==> config.mk <==
export PLATFORM = sky130hd
export DESIGN_NAME = scroll_motion_ctrl
export DESIGN_NICKNAME = d
export VERILOG_FILES = /design/src/rtl/scroll_pkg.sv /design/src/rtl/scroll_axis_step.sv /design/src/rtl/scroll_motion_ctrl.sv
export SDC_FILE = /design/constraint.sdc
export NUM_CORES = 1
export LEC_CHECK = 0
export ABC_AREA = 1
export BUFFER_PORTS_ARGS = -buffer_cell sky130_fd_sc_hd__buf_2
export CAP_MARGIN = 20
export CORE_MARGIN = 2
export CORE_UTILIZATION = 57
export CTS_CLUSTER_DIAMETER = 30
export DETAILED_ROUTE_END_ITERATION = 8
export GPL_ROUTABILITY_DRIVEN = 1
export PLACE_DENSITY_LB_ADDON = 0.2
export SYNTH_ARGS = -nofsm -noshare
export SYNTH_HDL_FRONTEND = slang
export SYNTH_SLANG_ARGS = --single-unit
==> constraint.sdc <==
create_clock -name CLK_IN -period 6.65 [get_ports CLK_IN]
set_input_delay 0.665 -clock CLK_IN [delete_from_list [all_inputs] [get_ports CLK_IN]]
set_output_delay 0.665 -clock CLK_IN [all_outputs]
set_load 0.01 [all_outputs]
==> src/rtl/scroll_pkg.sv <==
// rtl/scroll_pkg.sv - shared types and constants for the scroll motion controller
package scroll_pkg;

    typedef enum logic [1:0] {SM_FREEZE, SM_BOUNCE, SM_WRAP, SM_MANUAL} scroll_mode_t;

    typedef enum logic [1:0] {ST_IDLE, ST_CALC, ST_DONE} fsm_state_t;

    // Galois form of x^16 + x^14 + x^13 + x^11 + 1, shifting right
    localparam logic [15:0] LFSR_TAPS = 16'hB400;

    // wide enough for MIN_SPEED (<=127) plus up to 6 random bits
    localparam int SPD_W = 8;

endpackage

==> src/rtl/scroll_axis_step.sv <==
// rtl/scroll_axis_step.sv - combinational next position/dir/speed for one axis of one layer
module scroll_axis_step
    import scroll_pkg::*;
#(
    parameter int POS_W     = 14,
    parameter int MIN_SPEED = 2
) (
    input  logic [POS_W-1:0] pos,
    input  logic [POS_W-1:0] bmp,
    input  logic [POS_W-1:0] disp,
    input  logic [1:0]       mode,
    input  logic             dir,
    input  logic [SPD_W-1:0] spd,
    input  logic             pend_v,
    input  logic [POS_W-1:0] pend,
    input  logic             pause,
    input  logic [SPD_W-1:0] rnd_lo,
    input  logic [SPD_W-1:0] rnd_hi,
    output logic [POS_W-1:0] pos_nxt,
    output logic             dir_nxt,
    output logic [SPD_W-1:0] spd_nxt
);
    localparam int W = POS_W + 2;
    localparam logic [SPD_W-1:0] MIN_SPD = SPD_W'(MIN_SPEED);

    logic signed [W-1:0] pos_s, bmp_s, disp_s, spd_s, pend_s;
    logic signed [W-1:0] lim, sum, dec, pos_r;

    always_comb begin
        pos_s  = signed'({2'b00, pos});
        bmp_s  = signed'({2'b00, bmp});
        disp_s = signed'({2'b00, disp});
        pend_s = signed'({2'b00, pend});
        spd_s  = signed'(W'(spd));
        lim    = bmp_s - disp_s;
        if (lim < 0) begin
            lim = '0;
        end
        sum     = pos_s + spd_s;
        dec     = pos_s - spd_s;
        pos_r   = pos_s;
        dir_nxt = dir;
        spd_nxt = spd;
        if (pend_v) begin
            if (mode == SM_WRAP) begin
                pos_r = (bmp_s == 0) ? '0 : ((pend_s >= bmp_s) ? pend_s - bmp_s : pend_s);
            end else begin
                pos_r = (pend_s > lim) ? lim : pend_s;
            end
        end else if (!pause) begin
            case (mode)
                SM_BOUNCE: begin
                    // edges clamp exactly to 0/lim and reload a random speed
                    if (!dir) begin
                        if (sum >= lim) begin
                            pos_r   = lim;
                            dir_nxt = 1'b1;
                            spd_nxt = MIN_SPD + rnd_lo;
                        end else begin
                            pos_r = sum;
                        end
                    end else if (dec <= 0) begin
                        pos_r   = '0;
                        dir_nxt = 1'b0;
                        spd_nxt = MIN_SPD + rnd_hi;
                    end else begin
                        pos_r = dec;
                    end
                end
                SM_WRAP: begin
                    pos_r = (bmp_s == 0) ? '0 : ((sum >= bmp_s) ? sum - bmp_s : sum);
                end
                default: ;
            endcase
        end
        pos_nxt = pos_r[POS_W-1:0];
    end

endmodule

==> src/rtl/scroll_motion_ctrl.sv <==
// rtl/scroll_motion_ctrl.sv - per-layer X/Y viewport offset generator, updated once per video frame
module scroll_motion_ctrl
    import scroll_pkg::*;
#(
    parameter int          LAYERS     = 2,
    parameter int          POS_W      = 14,
    parameter int          SPEED_BITS = 2,
    parameter int          MIN_SPEED  = 2,
    parameter logic [15:0] LFSR_SEED  = 16'hACE1
) (
    input  logic                      CLK_IN,
    input  logic                      reset,
    input  logic                      vid_xena,
    input  logic                      vid_yena,
    input  logic [LAYERS*POS_W-1:0]   bmp_w,
    input  logic [LAYERS*POS_W-1:0]   bmp_h,
    input  logic [POS_W-1:0]          disp_w,
    input  logic [POS_W-1:0]          disp_h,
    input  logic [LAYERS*2-1:0]       mode,
    input  logic                      pause,
    input  logic [LAYERS-1:0]         load_stb,
    input  logic [POS_W-1:0]          load_x,
    input  logic [POS_W-1:0]          load_y,
    output logic [LAYERS*POS_W-1:0]   xpos,
    output logic [LAYERS*POS_W-1:0]   ypos,
    output logic                      frame_tick,
    output logic                      upd_done,
    output logic                      overrun
);
    localparam int IW = (LAYERS > 1) ? $clog2(LAYERS) : 1;
    localparam logic [15:0]      RND_MASK = 16'((1 << SPEED_BITS) - 1);
    localparam logic [SPD_W-1:0] MIN_SPD  = SPD_W'(MIN_SPEED);

    logic [1:0]        xsync, ysync;
    logic              xena_d, yena_snap, hs;
    logic [15:0]       lfsr;
    fsm_state_t        state;
    logic [IW-1:0]     idx;

    logic [POS_W-1:0]  pos_x  [LAYERS];
    logic [POS_W-1:0]  pos_y  [LAYERS];
    logic [POS_W-1:0]  pend_x [LAYERS];
    logic [POS_W-1:0]  pend_y [LAYERS];
    logic [SPD_W-1:0]  spd_x  [LAYERS];
    logic [SPD_W-1:0]  spd_y  [LAYERS];
    logic [LAYERS-1:0] dir_x, dir_y, pend_v;

    logic [SPD_W-1:0]  rnd_lo, rnd_hi, nx_spd_x, nx_spd_y;
    logic [POS_W-1:0]  nx_pos_x, nx_pos_y;
    logic              nx_dir_x, nx_dir_y;

    assign hs     = xsync[1] & ~xena_d;
    assign rnd_lo = SPD_W'(lfsr & RND_MASK);
    assign rnd_hi = SPD_W'((lfsr >> SPEED_BITS) & RND_MASK);

    // one step unit per axis, time-shared across layers by idx
    scroll_axis_step #(.POS_W(POS_W), .MIN_SPEED(MIN_SPEED)) u_step_x (
        .pos(pos_x[idx]), .bmp(bmp_w[int'(idx)*POS_W +: POS_W]), .disp(disp_w),
        .mode(mode[int'(idx)*2 +: 2]), .dir(dir_x[idx]), .spd(spd_x[idx]),
        .pend_v(pend_v[idx]), .pend(pend_x[idx]), .pause(pause),
        .rnd_lo(rnd_lo), .rnd_hi(rnd_hi),
        .pos_nxt(nx_pos_x), .dir_nxt(nx_dir_x), .spd_nxt(nx_spd_x)
    );

    scroll_axis_step #(.POS_W(POS_W), .MIN_SPEED(MIN_SPEED)) u_step_y (
        .pos(pos_y[idx]), .bmp(bmp_h[int'(idx)*POS_W +: POS_W]), .disp(disp_h),
        .mode(mode[int'(idx)*2 +: 2]), .dir(dir_y[idx]), .spd(spd_y[idx]),
        .pend_v(pend_v[idx]), .pend(pend_y[idx]), .pause(pause),
        .rnd_lo(rnd_lo), .rnd_hi(rnd_hi),
        .pos_nxt(nx_pos_y), .dir_nxt(nx_dir_y), .spd_nxt(nx_spd_y)
    );

    always_ff @(posedge CLK_IN) begin
        if (reset) begin
            xsync      <= '0;
            ysync      <= '0;
            xena_d     <= 1'b0;
            yena_snap  <= 1'b0;
            frame_tick <= 1'b0;
            lfsr       <= LFSR_SEED;
            state      <= ST_IDLE;
            idx        <= '0;
            upd_done   <= 1'b0;
            overrun    <= 1'b0;
            pend_v     <= '0;
            dir_x      <= '0;
            dir_y      <= '0;
            for (int l = 0; l < LAYERS; l++) begin
                pos_x[l]  <= '0;
                pos_y[l]  <= '0;
                pend_x[l] <= '0;
                pend_y[l] <= '0;
                spd_x[l]  <= MIN_SPD;
                spd_y[l]  <= MIN_SPD;
            end
        end else begin
            xsync  <= {xsync[0], vid_xena};
            ysync  <= {ysync[0], vid_yena};
            xena_d <= xsync[1];
            if (hs) begin
                yena_snap <= ysync[1];
            end
            // frame end = first line start after yena has dropped
            frame_tick <= hs & yena_snap & ~ysync[1];
            lfsr       <= {1'b0, lfsr[15:1]} ^ (lfsr[0] ? LFSR_TAPS : 16'h0000);
            upd_done   <= 1'b0;
            if (frame_tick && state != ST_IDLE) begin
                overrun <= 1'b1;
            end
            case (state)
                ST_IDLE: begin
                    if (frame_tick) begin
                        state <= ST_CALC;
                        idx   <= '0;
                    end
                end
                ST_CALC: begin
                    pos_x[idx]  <= nx_pos_x;
                    pos_y[idx]  <= nx_pos_y;
                    dir_x[idx]  <= nx_dir_x;
                    dir_y[idx]  <= nx_dir_y;
                    spd_x[idx]  <= nx_spd_x;
                    spd_y[idx]  <= nx_spd_y;
                    pend_v[idx] <= 1'b0;
                    if (idx == IW'(LAYERS - 1)) begin
                        state    <= ST_DONE;
                        upd_done <= 1'b1;
                    end else begin
                        idx <= idx + 1'b1;
                    end
                end
                ST_DONE: state <= ST_IDLE;
                default: state <= ST_IDLE;
            endcase
            // a strobe landing in the same cycle as its layer's CALC stays pending
            for (int l = 0; l < LAYERS; l++) begin
                if (load_stb[l]) begin
                    pend_x[l] <= load_x;
                    pend_y[l] <= load_y;
                    pend_v[l] <= 1'b1;
                end
            end
        end
    end

    for (genvar g = 0; g < LAYERS; g++) begin : g_out
        assign xpos[g*POS_W +: POS_W] = pos_x[g];
        assign ypos[g*POS_W +: POS_W] = pos_y[g];
    end

endmodule

; ---- Word-level counts from Yosys, hierarchy flattened
; Memory sizes are Yosys's and may differ from the RTL's. A register that Yosys moved wholly into a read port is not among the register bits.
; Cells that the tools add are included.
[classes]
n_addsub = 13
multipliers = 1
order_cmp = 14
eq_ne = 5
shifts = 3
muxes = 110
bitwise_logic = 13
reduce_logical = 16
[op_table]
columns = op, count
row1 = 2-to-1 mux 14 bit, 28
row2 = 2-to-1 mux 8 bit, 14
row3 = one-hot mux 14 bit (2 select lines), 2
row4 = subtractor 14 bit, 4
row5 = 2-to-1 mux 1 bit, 55
row6 = 2-to-1 mux 16 bit, 3
row7 = >= comparator 16 bit, 2
row8 = greater-than comparator 15 x 16 -> 1 bit, 2
row9 = indexed part select 28 x 32 -> 14 bit, 1
row10 = adder 14 x 8 -> 15 bit, 2
row11 = >= comparator 15 x 14 -> 1 bit, 2
row12 = "less-or-equal comparator 15 x 1 -> 1 bit, second input constant", 2
row13 = "< comparator 15 x 1 -> 1 bit, second input constant", 2
row14 = subtractor 14 x 14 -> 15 bit, 2
row15 = subtractor 14 x 8 -> 15 bit, 2
row16 = >= comparator 14 bit, 2
row17 = zero test 14 bit, 2
row18 = OR reduction 14 bit, 2
row19 = indexed part select 28 x 6 -> 14 bit, 1
row20 = OR reduction 8 bit, 2
row21 = XOR 15 x 16 -> 16 bit, 1
row22 = nonzero test 2 bit, 4
row23 = "adder 2 x 2 -> 3 bit, first input constant", 2
row24 = 2-to-1 mux 2 bit, 3
row25 = other kinds (21), 33
[totals]
reg_bits = 34
ramBits = 144
word_cells = 195
mem_count = 6
[mem_list]
columns = name, depth, word_bits, read_ports, rd_ports_with_merged_regs, wr, line_no
row1 = pend_x, 2, 14, 1, 1, 2, scroll_motion_ctrl.sv:42  ; logic [POS_W-1:0] pend_x [LAYERS];
row2 = pend_y, 2, 14, 1, 1, 2, scroll_motion_ctrl.sv:43  ; logic [POS_W-1:0] pend_y [LAYERS];
row3 = pos_x, 2, 14, 3, 1, 2, scroll_motion_ctrl.sv:40  ; logic [POS_W-1:0] pos_x [LAYERS];
row4 = pos_y, 2, 14, 3, 1, 2, scroll_motion_ctrl.sv:41  ; logic [POS_W-1:0] pos_y [LAYERS];
row5 = spd_x, 2, 8, 1, 1, 2, scroll_motion_ctrl.sv:44  ; logic [SPD_W-1:0] spd_x [LAYERS];
row6 = spd_y, 2, 8, 1, 1, 2, scroll_motion_ctrl.sv:45  ; logic [SPD_W-1:0] spd_y [LAYERS];

; ---- Depth between registers and ports, before layout
; Gate-level depths: netlist (run 1).
[logic_depth]
word_depth = 12
mapped_depth = 36
ltp_nobuf = 34

; ---- Hierarchy
; From an unflattened synthesis (run 1), not the netlist that was laid out.
[unflattened]
cells_unflattened = 2922
hier_area_um2 = 19959.1
[by_module_without_submodules]
columns = module, instances, cells_each, area_each_um2
row1 = scroll_motion_ctrl, 1, 657, 7546.0
row2 = scroll_axis_step at u_step_y, 1, 1140, 6312.3
row3 = scroll_axis_step at u_step_x, 1, 1125, 6100.9

; ---- Least setup slack after synthesis (run 1)
; No wires, ideal clock.
[synth_timing]
path_kind = register to register
from = register with a tool-made name
to = memory pos_x[1][9], data pin
setup_time_ps = 147
arrival_time_ps = 4410
path_slack_ps = 2093
stages_incl_launch_ff = 32
path_buffers = 4
path_cell_list = dfxtp_1 > buf_6 > inv_8 > buf_12 > clkbuf_1 > or2_2 > o21ai_0 > inv_1 > ha_1 > fa_1 > nand2_1 > nand2_1 > nand3_1 > nand2_1 > nand2_1 > nand2_1 > xor2_1 > inv_1 > ha_1 > a21o_1 > a21boi_0 > nand3_1 > nand2_1 > nand2_1 > nand2_1 > clkbuf_1 > a21oi_1 > nor2_1 > nor2_1 > nand2_1 > nand2_1 > a21oi_1
[synth_lines]
columns = item, line_no
row1 = end: declaration, scroll_motion_ctrl.sv:40

==> results.md, run 1 <==
- The core region is 0.0327 mm2.
- The via count of the first global-routing pass was 19,400.
- The run finished with clean final reports.
- The floorplan has 66 rows.
- The number of vias in the routed layout is 20,300.
- For this run, the number of Yosys warnings is 0.
- The number of buffers inserted by port buffering is 181.
- The most common cell after layout, fill and taps aside is nand2_1.
- Dividing the detail-routed via count by the number of cells gives 5.84.
- In the final routed layout, each cell accounts on average for 19.3 um.
- The fraction of layout instances using a drive strength above 1 is 12.6%.
- The TritonCTS clock tree is built.
- The path with the worst hold slack has its endpoint at lfsr[14]$_SDFF_PP0_.
- The cell count of the worst reg-to-reg path is 26.
- The maximum frequency from static timing analysis is 0.165 GHz.
- The synthesis-to-layout area growth is 10.1%.
- The number of fill cells is 3,103.
- The area fraction of the dominant cell type after synthesis is 22.8%.
- The sequential share of the synthesized area is 26.5%.
- The min-delay analysis places its worst path in the category flip-flop to flip-flop.
- Along the worst path, the maximum fanout reaches 41.
- The total area of multi-input combinational cells is 0.0120 mm2.
- The die covers 0.0348 mm2.
- The number of gates resized after CTS was 0.
- STA puts the critical path data required time at 6.95 ns.
- The worst min-delay path startpoint is lfsr[15]$_SDFF_PP1_.
- 0 antenna diodes ended up in the layout.
- Power spread over the standard cell area amounts to 198 mW/mm2.
- The sum of internal, switching and leakage power is 4.14 mW.
- The worst setup path is captured at a flip-flop.
- The count of hold-fix buffers inserted at cts is 0.
- The clock transition at the register clock pins on the worst setup and hold paths after CTS is 0.08 ns.
- Buffers inserted during clock tree synthesis total 17.
- Post-CTS timing repair inserted 0 buffers for setup.
- The detailed router's first-iteration violation count is 1,930.
- The count of endpoints failing setup in the final report is 0.
- The leading register cell type out of synthesis is edfxtp_1.
- The net count reported at finish is 3,335.
- The number of slew-limit violations in the final report is 0.
- The worst reg2reg path endpoint is pos_y[1][9]$_SDFFCE_PN0P_.
- 182 I/O pins were placed.
- The startpoint type of the worst setup path is a flip-flop.
- In the global route stage, overall resource usage came out at 37.9%.
- Counting distinct cell types in the post-synthesis netlist gives 57.
- The post-synth design cell area is 0.0190 mm2.
- The post-route antenna net violation count is 0.
- Entering global routing, the biggest net connects 62 pins.
- Leaving out fill and tap cells, the most frequent cells in the layout are 783 x nand2_1, 396 x inv_1, 298 x nor2_1.
- After synthesis, the cell types taking the most area are edfxtp_1 23%, nand2_1 16%, ha_1 12%.
- The cell area after layout is 0.0209 mm2.
- By startpoint and endpoint, the worst setup path is classified as flip-flop to flip-flop.
- The latest clock arrival within the worst-skew pair is 0.47 ns.
- The congestion estimate from routability-driven global placement came to 1.01.
- The clock tree synthesis step divided the H-tree into 4 levels.
- Wires add up to 67,000 um.
- Summed over all cells, the static leakage comes to 10.9 nW.
- The master cell of the clock root buffer is clkbuf_16.
- The average cell area after synthesis is 6.60 um2.
- The clock arrives with 0.0107 ns of skew.
- The number of maximum-capacitance constraint violations is 0.
- The initial antenna violation count is 0.
- The post-route clock period utilization is 91.4%.
- Setup repair after global routing left no endpoint under its margin.
- The first detailed-routing pass ran for 9 iterations.
- Summed over all nets, the half-perimeter wirelength after detailed placement is 51,600 um.
- The initial utilization of the core area, before any placement, comes to 58.1%.
- Counting flops and latches in the post-synthesis netlist gives 179.
- In this run the tightest slew margin relative to its limit is 26.5%.
- The overall die height is 187 um.
- The synthesized design contains 144 enable-type register cells.
- The worst-margin pin slew is 1.09 ns.
- The final sum of negative setup slack is 0 ns.
- Once layout is complete, the utilization of the core stands at 63.9%.
- From left edge to right edge, the die measures 187 um.
- When the netlist entered floorplanning its net count stood at 3,189.
- The area of all sequential standard cells is 0.00503 mm2.
- In this run the register-to-register setup slack is 0.58 ns.
- The post-route DRC violation count is 0.
- The maximum clock path buffer count is 2.
- The shortest period the worst path allows is 6.07 ns.
- The largest vdd supply drop is 0.000194 V.
- The cell count after synthesis came out at 2,878.
- For this run, asynchronously set or reset flops after synthesis account for 0%.
- The clock net in this run drives a total of 179 sinks.
- After detailed placement, the total cell area comes to 0.0203 mm2.
- The total overflow left after global routing is 0.
- Counting instances, the worst hold path has a depth of 2.
- The arrival time reported for the critical path endpoint is 6.38 ns.
- The first-pass GRT wire length is 104,000 um.
- The dominant cell type by area after synthesis is edfxtp_1.
- The final count of hold timing violations is 0.
[synthesized netlist by cell type (37+ instances only)]
cell and count:
nand4_1 43, or2_2 62, nand3_1 193, clkbuf_1 48
a21oi_1 192, o21ai_0 169, inv_1 396, edfxtp_1 144
nor2_1 299, nand2_1 785, xor2_1 37, ha_1 178
[worst max path at each step]
| stage | start | slack (ns) | depth (start not counted) | endpoint |
|---|---|---|---|---|
| 3_5_place_dp | flip-flop | 0.77 | 25 | spd_y[0][0]$_SDFFCE_PN0P_ |
| 6_report | flip-flop | 0.58 | 26 | pos_y[1][9]$_SDFFCE_PN0P_ |
| 2_1_floorplan | flip-flop | 2.09 | 31 | pos_x[1][9]$_SDFFCE_PN0P_ |
| 4_1_cts | flip-flop | 0.73 | 26 | pos_y[1][9]$_SDFFCE_PN0P_ |
| 5_1_grt | flip-flop | 0.32 | 26 | pos_y[1][2]$_SDFFCE_PN0P_ |
| 3_3_place_gp | flip-flop | 0.94 | 25 | spd_y[1][0]$_SDFFCE_PN0P_ |
[layer usage]
| metal | part of all wire (%) | up-vias | GRT usage [%] |
|---|---|---|---|
| met3 | 7.7 | 266 | 5.06 |
| met1 | 39 | 9311 | 45.4 |
| met4 | 6.9 | 0 | 24.1 |
| met5 | 0 | - | 0 |
| li1 | - | 9670 | - |
| met2 | 47 | 1065 | 64.4 |
[worst max-delay path, cell delays in order, from the launching register on]
cell and delay, ns:
dfxtp_2 0.39, buf_4 0.47, buf_4 0.51, o21ai_0 0.33
ha_1 0.38, o21ai_0 0.26, and2_1 0.23, nand2_1 0.06
nand2_1 0.10, nand2_1 0.08, nand2_1 0.13, nand2_1 0.07
nand2_1 0.08, nand2_1 0.21, ha_1 0.39, a21o_1 0.19
nor2_1 0.15, o2111ai_1 0.12, inv_1 0.35, nand2_2 0.33
nand2_1 0.41, nor2_1 0.12, nor2_1 0.17, nand2_1 0.08
nand2_1 0.07, nand2_1 0.07, a21oi_1 0.15
[state kept, by name, summed over array words and instances (netlist names), 16 cells and up, named ones only]
register  cells
pos_x        28
pend_y       28
spd_x        16
lfsr         16
pend_x       28
pos_y        28
spd_y        16
[logic make-up after synthesis]
family,synth area share [%]
and+or+nand+nor,33.6
AOI/OAI and AO/OA,13.1
adders and majority gates,12.8
buffers and inverters,10.3
DFF,26.5
muxes,0.580
xor gates and xnor gates,3.09
[stage by stage]
stage | hold WS, ns | std cells | worst slack, ns
2_1_floorplan | 0.388 | 2878 | 2.09
5_1_grt | 0.425 | 3479 | 0.324
3_5_place_dp | 0.396 | 3446 | 0.766
3_3_place_gp | 0.391 | 3446 | 0.936
6_report | 0.406 | 3479 | 0.575
4_1_cts | 0.403 | 3478 | 0.730
[power by group]
part | switching [mW] | internal (mW)
clock | 0.536 | 0.505
combinational | 1.22 | 0.580
sequential | 0.0226 | 1.27
total | 1.78 | 2.35
[cell type report]
type,instances,share of cell area [%]
clock buffer,17,2.03
clock inverter,15,0.802
inverter,407,7.34
multi-input combinational,2203,57.5
sequential,179,24.0
tap,442,2.65
timing repair buffer,216,5.63
Note: power is estimated with default switching activity, not from simulation.
==> run 2: changes to the inputs <==
- CORE_ASPECT_RATIO: unset -> 0.8
==> results.md, run 2 (synthesis results as in run 1) <==
- The run finished with clean final reports.
- The average vias per placed instance is 5.82.
- Pin placement for this block handled 182 I/O pins.
- The largest individual stage delay along the critical path comes from the cell inv_1.
- The total power per unit cell area is 196 mW/mm2.
- The post-route antenna net violation count is 0.
- In this run the horizontal extent of the chip is 208 um.
- The library cell used most frequently in the layout, excluding fill and tap cells, is nand2_1.
- The number of maximum-capacitance constraint violations is 0.
- The number of vias in the routed layout is 20,100.
- Among the stages of the critical path, the cell type that occurs most often is nand2_1.
- For this design the total switching power over the nets is 1.70 mW.
- The startpoint-to-endpoint class of the critical path is flip-flop to flip-flop.
- The number of buffer and inverter stages on the critical path is 5.
- Combinational logic burns 42.8% of the power.
- The via count of the first global-routing pass is 19,100.
- Data arrives at the worst endpoint at 6.11 ns.
- The worst pin sits at a relative slew slack of 33.7%.
- Global routing used 37.7% of the available tracks.
- At the worst endpoint, the required time is 6.80 ns.
- The final sum of negative setup slack is 0 ns.
- The power share of the sequential group is 31.7%.
- The biggest cell delay along the critical path is 0.54 ns.
- The synthesis-to-layout area growth is 9.61%.
- Once layout is complete, the cells apart from fillers number 3,454.
- TritonCTS built the clock tree.
- The clock sink count is 179.
- The average wire per standard cell is 19.1 um.
- In this run the tool buffered the top-level ports with 181 buffer cells.
- In this run the register-to-register setup slack is 0.69 ns.
- The count of endpoints failing setup in the final report is 0.
- The H-tree was split into 4 levels.
- The internal cell power is 2.38 mW.
- The kind of capture point of the worst setup path is a flip-flop.
- The initial antenna violation count is 0.
- Of the total power, the clock network draws 25.5%.
- The worst setup path is launched from a flip-flop.
- The total core area is 0.0327 mm2.
- Clock-pin slew was measured on the worst setup and hold paths at 0.07 ns.
- The floorplan has 59 rows.
- The switching part of the total is 41.7%.
- The total clock buffers created by CTS is 17.
- In this run, placement finished with an instance count of 3,420.
- The worst path uses 89.7% of the clock period.
- The kind of path behind the tightest hold check is flip-flop to flip-flop.
- The worst-margin pin slew is 0.992 ns.
- Before antenna repair, the detailed router went through 8 iterations.
- The die outline area is 0.0348 mm2.
- The final layout contains routed wiring with a total length of 65,800 um.
- The maximum clock path buffer count is 2.
- The cell sitting at the root of the clock tree is a clkbuf_16.
- The die is 167 um tall.
- For this run, design rule violations remaining after detail routing come to 0.
- The HPWL reported at the end of detailed placement is 51,000 um.
- The number of slew-limit violations in the final report was 0.
- The largest fanout on the critical path is 29.
- The fraction of layout instances using a drive strength above 1 is 12.2%.
- The repair_antennas step left the layout with diodes totalling 0.
- The final count of hold timing violations is 0.
- The shortest period the worst path allows is 5.96 ns.
- Setup repair after global routing left no endpoint under its margin.
- The top cell types in the final layout, fill and taps aside, are 783 x nand2_1, 396 x inv_1, 298 x nor2_1.
- The maximum number of pins on one net before global-route repair is 73.
- The latest clock arrival within the worst-skew pair is 0.46 ns.
- Fill cells in the final layout number 3,104.
- Between clock sinks in the finished design, the worst skew comes to 0.0255 ns.
- The starting density of the core is 58.1%.
- On the critical path the largest part of the delay comes from simple AND/OR/NAND/NOR gates.
- Derived from the worst setup path, the maximum achievable clock frequency is 0.168 GHz.
- The first-pass GRT wire length is 103,000 um.
- Summed over all cells, the static leakage comes to 10.8 nW.
- Post-CTS repair changed the size of 0 cells.
- The count of hold-fix buffers inserted at cts is 0.
- The detailed router finished its first iteration with 2,224 violations.
- The largest vdd supply drop is 0.000228 V.
- The sum of overflow across all layers after global routing is 0.
- The net count reported at finish is 3,325.
- The number of post-CTS setup repair buffers is 0.
- Routability-driven placement finished with a final weighted congestion of 1.06.
==> run 2: cell type report <==
cell class | instances | area [um2] | share of cell area, %
multi-input cells | 2203 | 12000 | 57.8
flip-flops and latches | 179 | 5030 | 24.1
inverters | 407 | 1540 | 7.37
repair buffers | 206 | 1130 | 5.44
well taps | 427 | 534 | 2.57
clock buffers | 21 | 460 | 2.21
clock inverters | 11 | 103 | 0.493
==> run 2: final timing paths <==
kind	depth (start not counted)	endpoint	from
worst max-delay path	29	pos_y[0][4]$_SDFFCE_PN0P_	idx$_SDFFE_PP0P_
worst max register to register	29	pos_y[0][4]$_SDFFCE_PN0P_	idx$_SDFFE_PP0P_
worst min-delay path	2	xsync[1]$_SDFF_PP0_	xsync[0]$_SDFF_PP0_
worst min register to register	2	xsync[1]$_SDFF_PP0_	xsync[0]$_SDFF_PP0_
==> run 2: layer usage <==
metal / track usage (%) / wire length, um / up-vias
met5: 0 / 0 / -
met4: 18.2 / 3210 / 0
met3: 4.44 / 5550 / 192
met2: 63.0 / 30400 / 1036
met1: 48.7 / 26700 / 9205
li1: - / - / 9658
==> run 2: power groups by stage <==
stage	clock network, mW	logic, mW	registers (mW)
2_1_floorplan	0	1.22	1.32
3_3_place_gp	0	1.66	1.32
3_5_place_dp	0	1.68	1.32
4_1_cts	1.04	1.69	1.29
5_1_grt	1.07	1.94	1.30
6_report	1.04	1.75	1.29
==> run 2: tightest hold or removal path, delay by kind of cell (launching register included) <==
family	cells	cell delay, ns
buffers and inverters	1	0.04
DFF	1	0.30
and+or+nand+nor	1	0.03
==> run 2: per-stage QoR <==
| stage | setup WS (ns) | util [%] | cell area [um2] | power, mW | hold WS, ns |
|---|---|---|---|---|---|
| 6_report | 0.686 | 63.7 | 20800 | 4.08 | 0.404 |
| 5_1_grt | 0.195 | 63.7 | 20800 | 4.31 | 0.435 |
| 4_1_cts | 0.872 | 63.5 | 20800 | 4.03 | 0.403 |
| 3_5_place_dp | 0.877 | 61.8 | 20200 | 3.00 | 0.394 |
| 3_3_place_gp | 0.954 | 61.8 | 20200 | 2.98 | 0.390 |
| 2_1_floorplan | 2.09 | - | 19000 | 2.53 | 0.388 |
